--- src/rtl/pixel_stream_packer_if.sv ---
// Pixel/word payload types and the valid-only pixel stream interface
// that connects the median filter to the packer.
package pixel_stream_pkg;

    typedef struct packed {
        logic [7:0] red;
        logic [7:0] green;
        logic [7:0] blue;
    } pixel_t;

    typedef struct packed {
        logic [31:0] data;
        logic [3:0]  keep;
        logic        last;
    } word_t;

endpackage

interface pixel_valid_if;
    import pixel_stream_pkg::*;

    logic   valid;
    pixel_t pixel;

    modport master (output valid, pixel);
    modport slave  (input  valid, pixel);
endinterface

--- src/rtl/pixel_stream_packer.sv ---
// Packs 24-bit RGB pixels into a dense 32-bit byte stream, buffers the words
// in a first-word-fall-through FIFO and presents them with keep/last framing.
module pixel_stream_packer
    import pixel_stream_pkg::*;
#(
    parameter int unsigned OUT_LEN    = 1079,
    parameter int unsigned OUT_HEIGHT = 719,
    parameter int unsigned FIFO_DEPTH = 16
) (
    input  logic                                clk,
    input  logic                                rst,
    pixel_valid_if.slave                        pixel_valid_if_i,
    output logic [31:0]                         m_data_o,
    output logic [3:0]                          m_keep_o,
    output logic                                m_last_o,
    output logic                                m_valid_o,
    input  logic                                m_ready_i,
    output logic                                frame_done_o,
    output logic                                overflow_o,
    output logic [$clog2(FIFO_DEPTH+1)-1:0]     level_o
);

    localparam int unsigned TOTAL_PX = OUT_LEN * OUT_HEIGHT;
    localparam int unsigned PIX_W    = (TOTAL_PX > 1) ? $clog2(TOTAL_PX) : 1;
    localparam int unsigned PTR_W    = $clog2(FIFO_DEPTH);
    localparam int unsigned CNT_W    = $clog2(FIFO_DEPTH + 1);

    typedef enum logic {ST_RUN, ST_FLUSH} state_e;

    state_e             state_q, state_d;
    logic [23:0]        res_q, res_d, cur_res;
    logic [1:0]         rcnt_q, rcnt_d, cur_r;
    logic [PIX_W-1:0]   pix_q, pix_d;
    logic               last_px;
    logic               wr_req;
    word_t              wr_word;

    word_t              mem_q [FIFO_DEPTH];
    logic [PTR_W-1:0]   rd_ptr_q, wr_ptr_q;
    logic [CNT_W-1:0]   count_q, count_d;
    logic               valid_q, frame_done_q, overflow_q;
    logic               push, pop, full, drop;

    pixel_t             px;
    logic               px_valid;

    assign px       = pixel_valid_if_i.pixel;
    assign px_valid = pixel_valid_if_i.valid;

    // Packer state: FSM, residue bytes (byte 0 in [7:0]) and frame pixel counter
    always_ff @(posedge clk or posedge rst) begin
        if (rst) begin
            state_q <= ST_RUN;
            res_q   <= '0;
            rcnt_q  <= '0;
            pix_q   <= '0;
        end else begin
            state_q <= state_d;
            res_q   <= res_d;
            rcnt_q  <= rcnt_d;
            pix_q   <= pix_d;
        end
    end

    // A FLUSH cycle empties the residue first, so a pixel in that cycle packs from r=0
    always_comb begin
        state_d = state_q;
        res_d   = res_q;
        rcnt_d  = rcnt_q;
        pix_d   = pix_q;
        wr_req  = 1'b0;
        wr_word = '0;
        cur_res = res_q;
        cur_r   = rcnt_q;
        last_px = 1'b0;

        if (state_q == ST_FLUSH) begin
            wr_req       = 1'b1;
            wr_word.data = {8'h00, res_q};
            wr_word.last = 1'b1;
            unique case (rcnt_q)
                2'd1:    wr_word.keep = 4'b0001;
                2'd2:    wr_word.keep = 4'b0011;
                2'd3:    wr_word.keep = 4'b0111;
                default: wr_word.keep = 4'b0000;
            endcase
            cur_res = '0;
            cur_r   = '0;
            res_d   = '0;
            rcnt_d  = '0;
            state_d = ST_RUN;
        end

        if (px_valid) begin
            last_px = (pix_q == PIX_W'(TOTAL_PX - 1));
            pix_d   = last_px ? '0 : pix_q + PIX_W'(1);
            unique case (cur_r)
                2'd0: begin
                    res_d  = {px.blue, px.green, px.red};
                    rcnt_d = 2'd3;
                end
                2'd3: begin
                    wr_req       = 1'b1;
                    wr_word.data = {px.red, cur_res};
                    res_d        = {8'h00, px.blue, px.green};
                    rcnt_d       = 2'd2;
                end
                2'd2: begin
                    wr_req       = 1'b1;
                    wr_word.data = {px.green, px.red, cur_res[15:0]};
                    res_d        = {16'h0000, px.blue};
                    rcnt_d       = 2'd1;
                end
                default: begin
                    wr_req       = 1'b1;
                    wr_word.data = {px.blue, px.green, px.red, cur_res[7:0]};
                    res_d        = '0;
                    rcnt_d       = 2'd0;
                end
            endcase
            if (cur_r != 2'd0) begin
                wr_word.keep = 4'hF;
                wr_word.last = last_px && (rcnt_d == 2'd0);
            end
            if (last_px && (rcnt_d != 2'd0)) begin
                state_d = ST_FLUSH;
            end
        end
    end

    // FIFO control; a push into a full FIFO only survives if the head leaves this cycle
    assign full = (count_q == CNT_W'(FIFO_DEPTH));
    assign pop  = valid_q && m_ready_i;
    assign push = wr_req && (!full || pop);
    assign drop = wr_req && full && !pop;

    always_comb begin
        count_d = count_q;
        unique case ({push, pop})
            2'b10:   count_d = count_q + CNT_W'(1);
            2'b01:   count_d = count_q - CNT_W'(1);
            default: count_d = count_q;
        endcase
    end

    always_ff @(posedge clk or posedge rst) begin
        if (rst) begin
            for (int i = 0; i < int'(FIFO_DEPTH); i++) begin
                mem_q[i] <= '0;
            end
            rd_ptr_q     <= '0;
            wr_ptr_q     <= '0;
            count_q      <= '0;
            valid_q      <= 1'b0;
            frame_done_q <= 1'b0;
            overflow_q   <= 1'b0;
        end else begin
            if (push) begin
                mem_q[wr_ptr_q] <= wr_word;
                wr_ptr_q        <= wr_ptr_q + PTR_W'(1);
            end
            if (pop) begin
                rd_ptr_q <= rd_ptr_q + PTR_W'(1);
            end
            count_q      <= count_d;
            valid_q      <= (count_d != '0);
            frame_done_q <= pop && mem_q[rd_ptr_q].last;
            overflow_q   <= overflow_q | drop;
        end
    end

    assign m_data_o     = mem_q[rd_ptr_q].data;
    assign m_keep_o     = mem_q[rd_ptr_q].keep;
    assign m_last_o     = mem_q[rd_ptr_q].last;
    assign m_valid_o    = valid_q;
    assign frame_done_o = frame_done_q;
    assign overflow_o   = overflow_q;
    assign level_o      = count_q;

endmodule

--- src/flat_wrapper.sv ---
// flat-port wrapper written by rule: the top's interface ports become plain ports
module pixel_stream_packer_flat import pixel_stream_pkg::*;
#(
    parameter int unsigned OUT_LEN    = 1079,
    parameter int unsigned OUT_HEIGHT = 719,
    parameter int unsigned FIFO_DEPTH = 16
)
  (clk, rst, m_data_o, m_keep_o, m_last_o, m_valid_o, m_ready_i, frame_done_o, overflow_o, level_o, pixel_valid_if_i_valid, pixel_valid_if_i_pixel);
  pixel_valid_if pixel_valid_if_i_i ();
  input  logic clk;
  input  logic rst;
  output logic [31:0] m_data_o;
  output logic [3:0] m_keep_o;
  output logic m_last_o;
  output logic m_valid_o;
  input  logic m_ready_i;
  output logic frame_done_o;
  output logic overflow_o;
  output logic [$clog2(FIFO_DEPTH+1)-1:0] level_o;
  input wire logic [$bits(pixel_valid_if_i_i.valid)-1:0] pixel_valid_if_i_valid;
  input wire logic [$bits(pixel_valid_if_i_i.pixel)-1:0] pixel_valid_if_i_pixel;
  assign pixel_valid_if_i_i.valid = pixel_valid_if_i_valid;
  assign pixel_valid_if_i_i.pixel = pixel_valid_if_i_pixel;
  pixel_stream_packer #(.OUT_LEN(OUT_LEN), .OUT_HEIGHT(OUT_HEIGHT), .FIFO_DEPTH(FIFO_DEPTH)) u_core (.clk(clk), .rst(rst), .pixel_valid_if_i(pixel_valid_if_i_i), .m_data_o(m_data_o), .m_keep_o(m_keep_o), .m_last_o(m_last_o), .m_valid_o(m_valid_o), .m_ready_i(m_ready_i), .frame_done_o(frame_done_o), .overflow_o(overflow_o), .level_o(level_o));
endmodule
--- config.mk ---
export PLATFORM = sky130hd
export DESIGN_NAME = pixel_stream_packer_flat
export DESIGN_NICKNAME = d
export VERILOG_FILES = /design/src/rtl/pixel_stream_packer_if.sv /design/src/rtl/pixel_stream_packer.sv /design/src/flat_wrapper.sv
export SDC_FILE = /design/constraint.sdc
export NUM_CORES = 1
export LEC_CHECK = 0
export CAP_MARGIN = 20
export CORE_ASPECT_RATIO = 0.75
export CORE_MARGIN = 4
export CORE_UTILIZATION = 40
export CTS_CLUSTER_DIAMETER = 120
export DETAILED_ROUTE_END_ITERATION = 6
export GPL_TIMING_DRIVEN = 0
export PLACE_DENSITY = 0.55
export SLEW_MARGIN = 20
export SYNTH_ARGS = -nofsm -noshare
export SYNTH_HDL_FRONTEND = slang
export SYNTH_SLANG_ARGS = --single-unit
--- constraint.sdc ---
create_clock -name clk -period 63.6 [get_ports clk]
set_input_delay 6.36 -clock clk [delete_from_list [all_inputs] [get_ports clk]]
set_output_delay 6.36 -clock clk [all_outputs]
set_load 0.02 [all_outputs]
After elaboration in Yosys (flattened, before gate mapping):

Cells that the tools add are included.

* output and inout bits: 45
* bits of input ports: 28
* logic and storage cells: 119
* bits in registers: 655

* bitwise operators: 3
* equal/unequal tests: 9
* $add $sub $neg: 5
* multiplexer cells: 25
* $lt $le $gt $ge: 3
* reductions and logical operators: 16

Operator list (count)
* $bwmux W592: 1
* $bmux W37 S4: 1
* $demux W37 S4: 1
* $mux W37: 4
* $pmux W32 S3: 1
* $pmux W24 S3: 1
* $mux W24: 2
* $mux W29: 1
* $add A20 B1 Y20 const B: 1
* $eq A20 B20 Y1 const B: 1
* $mux W20: 1
* $eq A2 B2 Y1 const B: 5
* $ge A5 B5 Y1 const B: 2
* $not A4 Y5: 2
* $pmux W5 S2: 1
* $pmux W3 S3: 1
* $add A4 B1 Y4 const B: 2
* $logic_and A1 B1 Y1: 8
* $mux W2: 3
* $pmux W2 S3: 1
* $add A5 B1 Y5 const B: 1
* $eq A5 B5 Y1 const B: 1
* $lt A5 B1 Y1 const B: 1
* $mux W1: 5
* other kinds (9): 13

Logic depth before layout (Yosys ltp):

* word-level depth: 9
* gate-level depth with buffers: 18
* mapped depth without buffers: 14

Worst setup path before layout:

OpenSTA, ideal clock, no wires.

* path type: input-to-reg
* start point: input port pixel_valid_if_i_valid
* end point: register u_core.valid_q, in the netlist u_core.m_valid_o
* stages: 15
* setup slack: 54.827 ns
* setup time: 0.139 ns
* buffers on the path: 3
* required time: 63.461 ns
* data arrival time: 8.635 ns
* cells stage by stage: buf_6 nor2b_4 nor2_2 nor2b_4 buf_6 inv_1 ha_1 buf_2 xor2_1 ha_1 a21oi_1 xor2_1 nor2_1 xor2_1 or4b_1

* longest elaborated chain between the ends: 5
* elaborated cells between the ends (all ways): 6
* those cells by class: eq/ne (2); mux (2); reduce/logical (2)

RTL lines
* start, declared: RTL line flat_wrapper.sv:20 `input wire logic [$bits(pixel_valid_if_i_i.valid)-1:0] pixel_valid_if_i_valid;`
* $mux W1 *: RTL line pixel_stream_packer.sv:94 `if (px_valid) begin`
* $logic_and A1 B1 Y1 *: RTL line pixel_stream_packer.sv:134 `assign push = wr_req && (!full || pop);`
* $eq A2 B1 Y1 or $eq A2 B2 Y1 (tied branches): RTL line pixel_stream_packer.sv:139 `unique case ({push, pop})`
* $pmux W5 S2 *: RTL line pixel_stream_packer.sv:139
* via u_core.count_d[2]: RTL line pixel_stream_packer.sv:40 `logic [CNT_W-1:0] count_q, count_d;`
* $reduce_bool A5 Y1 *: RTL line pixel_stream_packer.sv:166 `valid_q <= (count_d != '0);`
* end signal, assigned: RTL line pixel_stream_packer.sv:166
* end, declared: RTL line pixel_stream_packer.sv:41 `logic valid_q, frame_done_q, overflow_q;`

The timed path passes the listed nets; every way through them passes the cells marked *.
A chain may end at the register's enable or synchronous reset.

Worst setup path in the final report:

* start point: register u_core.rd_ptr_q[1]
* end point: output port m_keep_o[1]

* longest elaborated chain between the ends: 4

RTL lines
* start, declared: RTL line pixel_stream_packer.sv:39 `logic [PTR_W-1:0] rd_ptr_q, wr_ptr_q;`
* start signal, assigned: RTL line pixel_stream_packer.sv:163 `rd_ptr_q <= rd_ptr_q + PTR_W'(1);`
* $not A4 Y5 (not written as such): RTL line pixel_stream_packer.sv:173 `assign m_keep_o = mem_q[rd_ptr_q].keep;`
* $bmux W37 S4: RTL line pixel_stream_packer.sv:173
* $mux W37 (2 in series)
* end, declared: RTL line flat_wrapper.sv:13 `output logic [3:0] m_keep_o;`

Every way passes these cells. The select of a mux whose other input is x is not followed.

==> flow_summary.ini <==
[run]
max_cap_viol_count = 0

[timing]
fin_crit_sh_pct = 16.53
slew_violations = 0
hold_viol = 0
final.setup.tns_ns = 0
slew_headroom_pct = 17.32
finClkSkew_ns = 0.01143
period_minus_slack_ns = 10.51
grt_setup_unrepaired = false
timing.fmax_mhz = 95.12
setup_violations = 0
worstMarginPinSlew_ns = 1.240

[power_and_ir_drop]
power.density_nw_per_um2 = 49.30
p_seq_share_pct = 35.5
peakVddDrop_uv = 22.46
p_leak_nw = 17.09
combPwrFrac_pct = 42.3
power_frac_clock_pct = 22.2
p_sw_mw = 0.6320
switching_share_pct = 34.32
power.internal_mw = 1.210

[drt]
drtIter0Drc = 1468
ant_nets = 0
vias = 18240
drc = 0
avgRoutedWirePerCell_um = 26.75
routed_wl_mm = 88.19
dr.pass1.iters = 5
vias_per_cell = 5.533

[setup_path]
worstSetupEndpointType = output pin
crit_slowest_cell = clkdlybuf4s50_1
reg2reg_depth = 18
worstReg2RegEnd = u_core.m_valid_o$_DFF_PP0_
cp_common_cell = buf_2
crit_required_ns = 57.24
worstPathCellList = buf_4 -> buf_2 -> clkbuf_1 -> buf_2 -> a211oi_1 -> a21oi_1 -> clkdlybuf4s50_1
ff2ff_setup_slack_ns = 59.88
cp.depth = 7
critical_path_class = reg -> out
rr_startpoint = u_core.state_q$_DFF_PP0_
crit_buf_inv = 5
cpPeakStageDelay_ns = 0.72
startpoint_type = flip-flop
arrival_ns = 4.15
crit_family = buffers and inverters
crit_fanout = 10

[grt]
grt_pass1_wl_mm = 133.7
grt_pass1_vias = 19620
gr-usage-all-layers_pct = 20.42
antenna_found_initial = 0
grt_max_degree = 105
overflow = 0

[synthesis]
async_flop_share_pct = 100.0
synth_area_leaders = dfrtp_1 50%, mux2_4 19%, mux4_2 10%
synth_cell_types = 62
synthCells = 2040
syn_area_per_cell_um2 = 16.10
synth_enable_flop_cells = 0
yosysTopAreaCell = dfrtp_1
synth_fp_nets = 2082
yosys.area.top_type_share_pct = 49.89
ys_ff_latch = 655
yosysMostFrequentCell = dfrtp_1
ys_warn_count = 0
ys_seq_area_share_pct = 49.89
synth_top_cells_by_count = 655 x dfrtp_1, 420 x mux2_4, 161 x mux2_2, 149 x mux4_2, 48 x a21oi_1
netlist_area_um2 = 32850
synthFlopType = dfrtp_1

[clocking]
clock_path_buffers = 3
cts_setup_buffers = 0
clkSinkCount = 655
insertion_delay_ns = 0.62
path_clk_slew_ns = 0.06
htreeDepth = 3
cts_resized = 0
cts_root_buf = clkbuf_16
cts_buffers = 69
cts_tree = done
cts.hold.buffers_added = 0

[placement]
dp_hpwl_mm = 59.60
port_buffers = 71
dp.cells = 3176
placed_cell_area_um2 = 35090
gp_congestion = 0.8578

[floorplanning]
core_area_um2 = 80970
die_h_um = 256.2
die_x_um = 338.9
initial_core_util_pct = 40.58
ioPinCount = 73
die-area_um2 = 86830
rows = 90

[finish]
drive_gt1_share_pct = 44.84
final_cell_area_um2 = 37350
final_util_pct = 46.13
syn_to_final_growth_pct = 13.70
final_cells = 3297
final_nets = 2231

[worst_hold_path]
hold_path.class = reg -> reg
hold_end = u_core.mem_q[333]$_DFFE_PP0P_
worstHoldStart = u_core.mem_q[333]$_DFFE_PP0P_
hold_depth = 1

[outcome]
status = finished clean
## area by class of cell
| class | count | area [um2] |
|---|---|---|
| diodes | 2 | 5.005 |
| plain buffers | 181 | 1620 |
| clock buffers | 102 | 2096 |
| clock inverters | 17 | 162.7 |
| fillers | 6955 | 43610 |
| inverters | 18 | 75.07 |
| multi-input cells | 1186 | 14780 |
| flip-flops and latches | 655 | 16390 |
| well taps | 1058 | 1324 |
| repair buffers | 78 | 903.4 |
## power groups by stage
| stage | logic [mW] | registers [mW] | clock network [mW] |
|---|---|---|---|
| 2_1_floorplan | 0.554 | 0.633 | 0 |
| 3_3_place_gp | 0.771 | 0.651 | 0 |
| 3_5_place_dp | 0.784 | 0.655 | 0 |
| 4_1_cts | 0.787 | 0.652 | 0.419 |
| 5_1_grt | 0.828 | 0.672 | 0.437 |
| 6_report | 0.778 | 0.654 | 0.409 |
## how the worst max path moves through the flow
stage / end / slack (ns) / from
final: m_keep_o[1] / 53.09 / u_core.rd_ptr_q[1]$_DFFE_PP0P_
after global routing: m_data_o[5] / 52.96 / u_core.rd_ptr_q[1]$_DFFE_PP0P_
after CTS: m_data_o[29] / 53.06 / u_core.rd_ptr_q[1]$_DFFE_PP0P_
after detailed placement: m_data_o[29] / 53.74 / u_core.rd_ptr_q[1]$_DFFE_PP0P_
after global placement: u_core.mem_q[105]$_DFFE_PP0P_ / 31.60 / rst
after floorplan: u_core.frame_done_o$_DFF_PP0_ / 38.89 / rst
## flip-flops by register name, summed over array words and instances, names as in the netlist
| signal | flops |
|---|---|
| u_core.state_q | 1 |
| u_core.wr_ptr_q | 4 |
| u_core.frame_done_o | 1 |
| u_core.pix_q | 20 |
| u_core.rd_ptr_q | 4 |
| u_core.overflow_o | 1 |
| u_core.mem_q | 592 |
| u_core.rcnt_q | 2 |
| u_core.level_o | 5 |
| u_core.m_valid_o | 1 |
| u_core.res_q | 24 |
## through the flow
step                hold slack [ns]  worst slack, ns  power, mW
finish                       0.4795            53.09      1.842
global route                 0.5003            52.96      1.936
CTS                          0.4832            53.06      1.857
detailed placement           0.4709            53.74      1.440
global placement             0.4625            31.60      1.421
floorplan                    0.4435            38.89      1.188
## layout by cell type, fill, tap and decap left out, types with 30 or more instances in the layout
master / count
dfrtp_1: 655
mux2_4: 420
mux2_2: 161
mux4_2: 149
clkbuf_16: 73
clkdlybuf4s50_1: 71
clkbuf_1: 56
a21oi_1: 48
nand2_1: 47
buf_6: 45
nor2b_1: 41
buf_2: 40
mux2i_1: 37
a211oi_1: 36
buf_8: 30
## metal layers
layer | share of wire, % | global-route usage, %
met5 | 0 | 0
met4 | 1.9 | 4.235
met3 | 4.7 | 4.366
met2 | 42 | 29.29
met1 | 51 | 31.78
## logic make-up (layout without fill, tap and decap cells)
logic type      after synthesis  after routing  share of synthesized area [%]
xor+xnor                     31             31                         0.8264
buf+inv                     199            396                          5.134
other cells                   0              2                              0
mux                         780            780                          36.50
compound gates              180            180                          3.900
simple gates                181            181                          3.214
flops                       655            655                          49.89
fa+ha+maj                    14             14                         0.5332
Note: power is estimated with default switching activity, not from simulation.
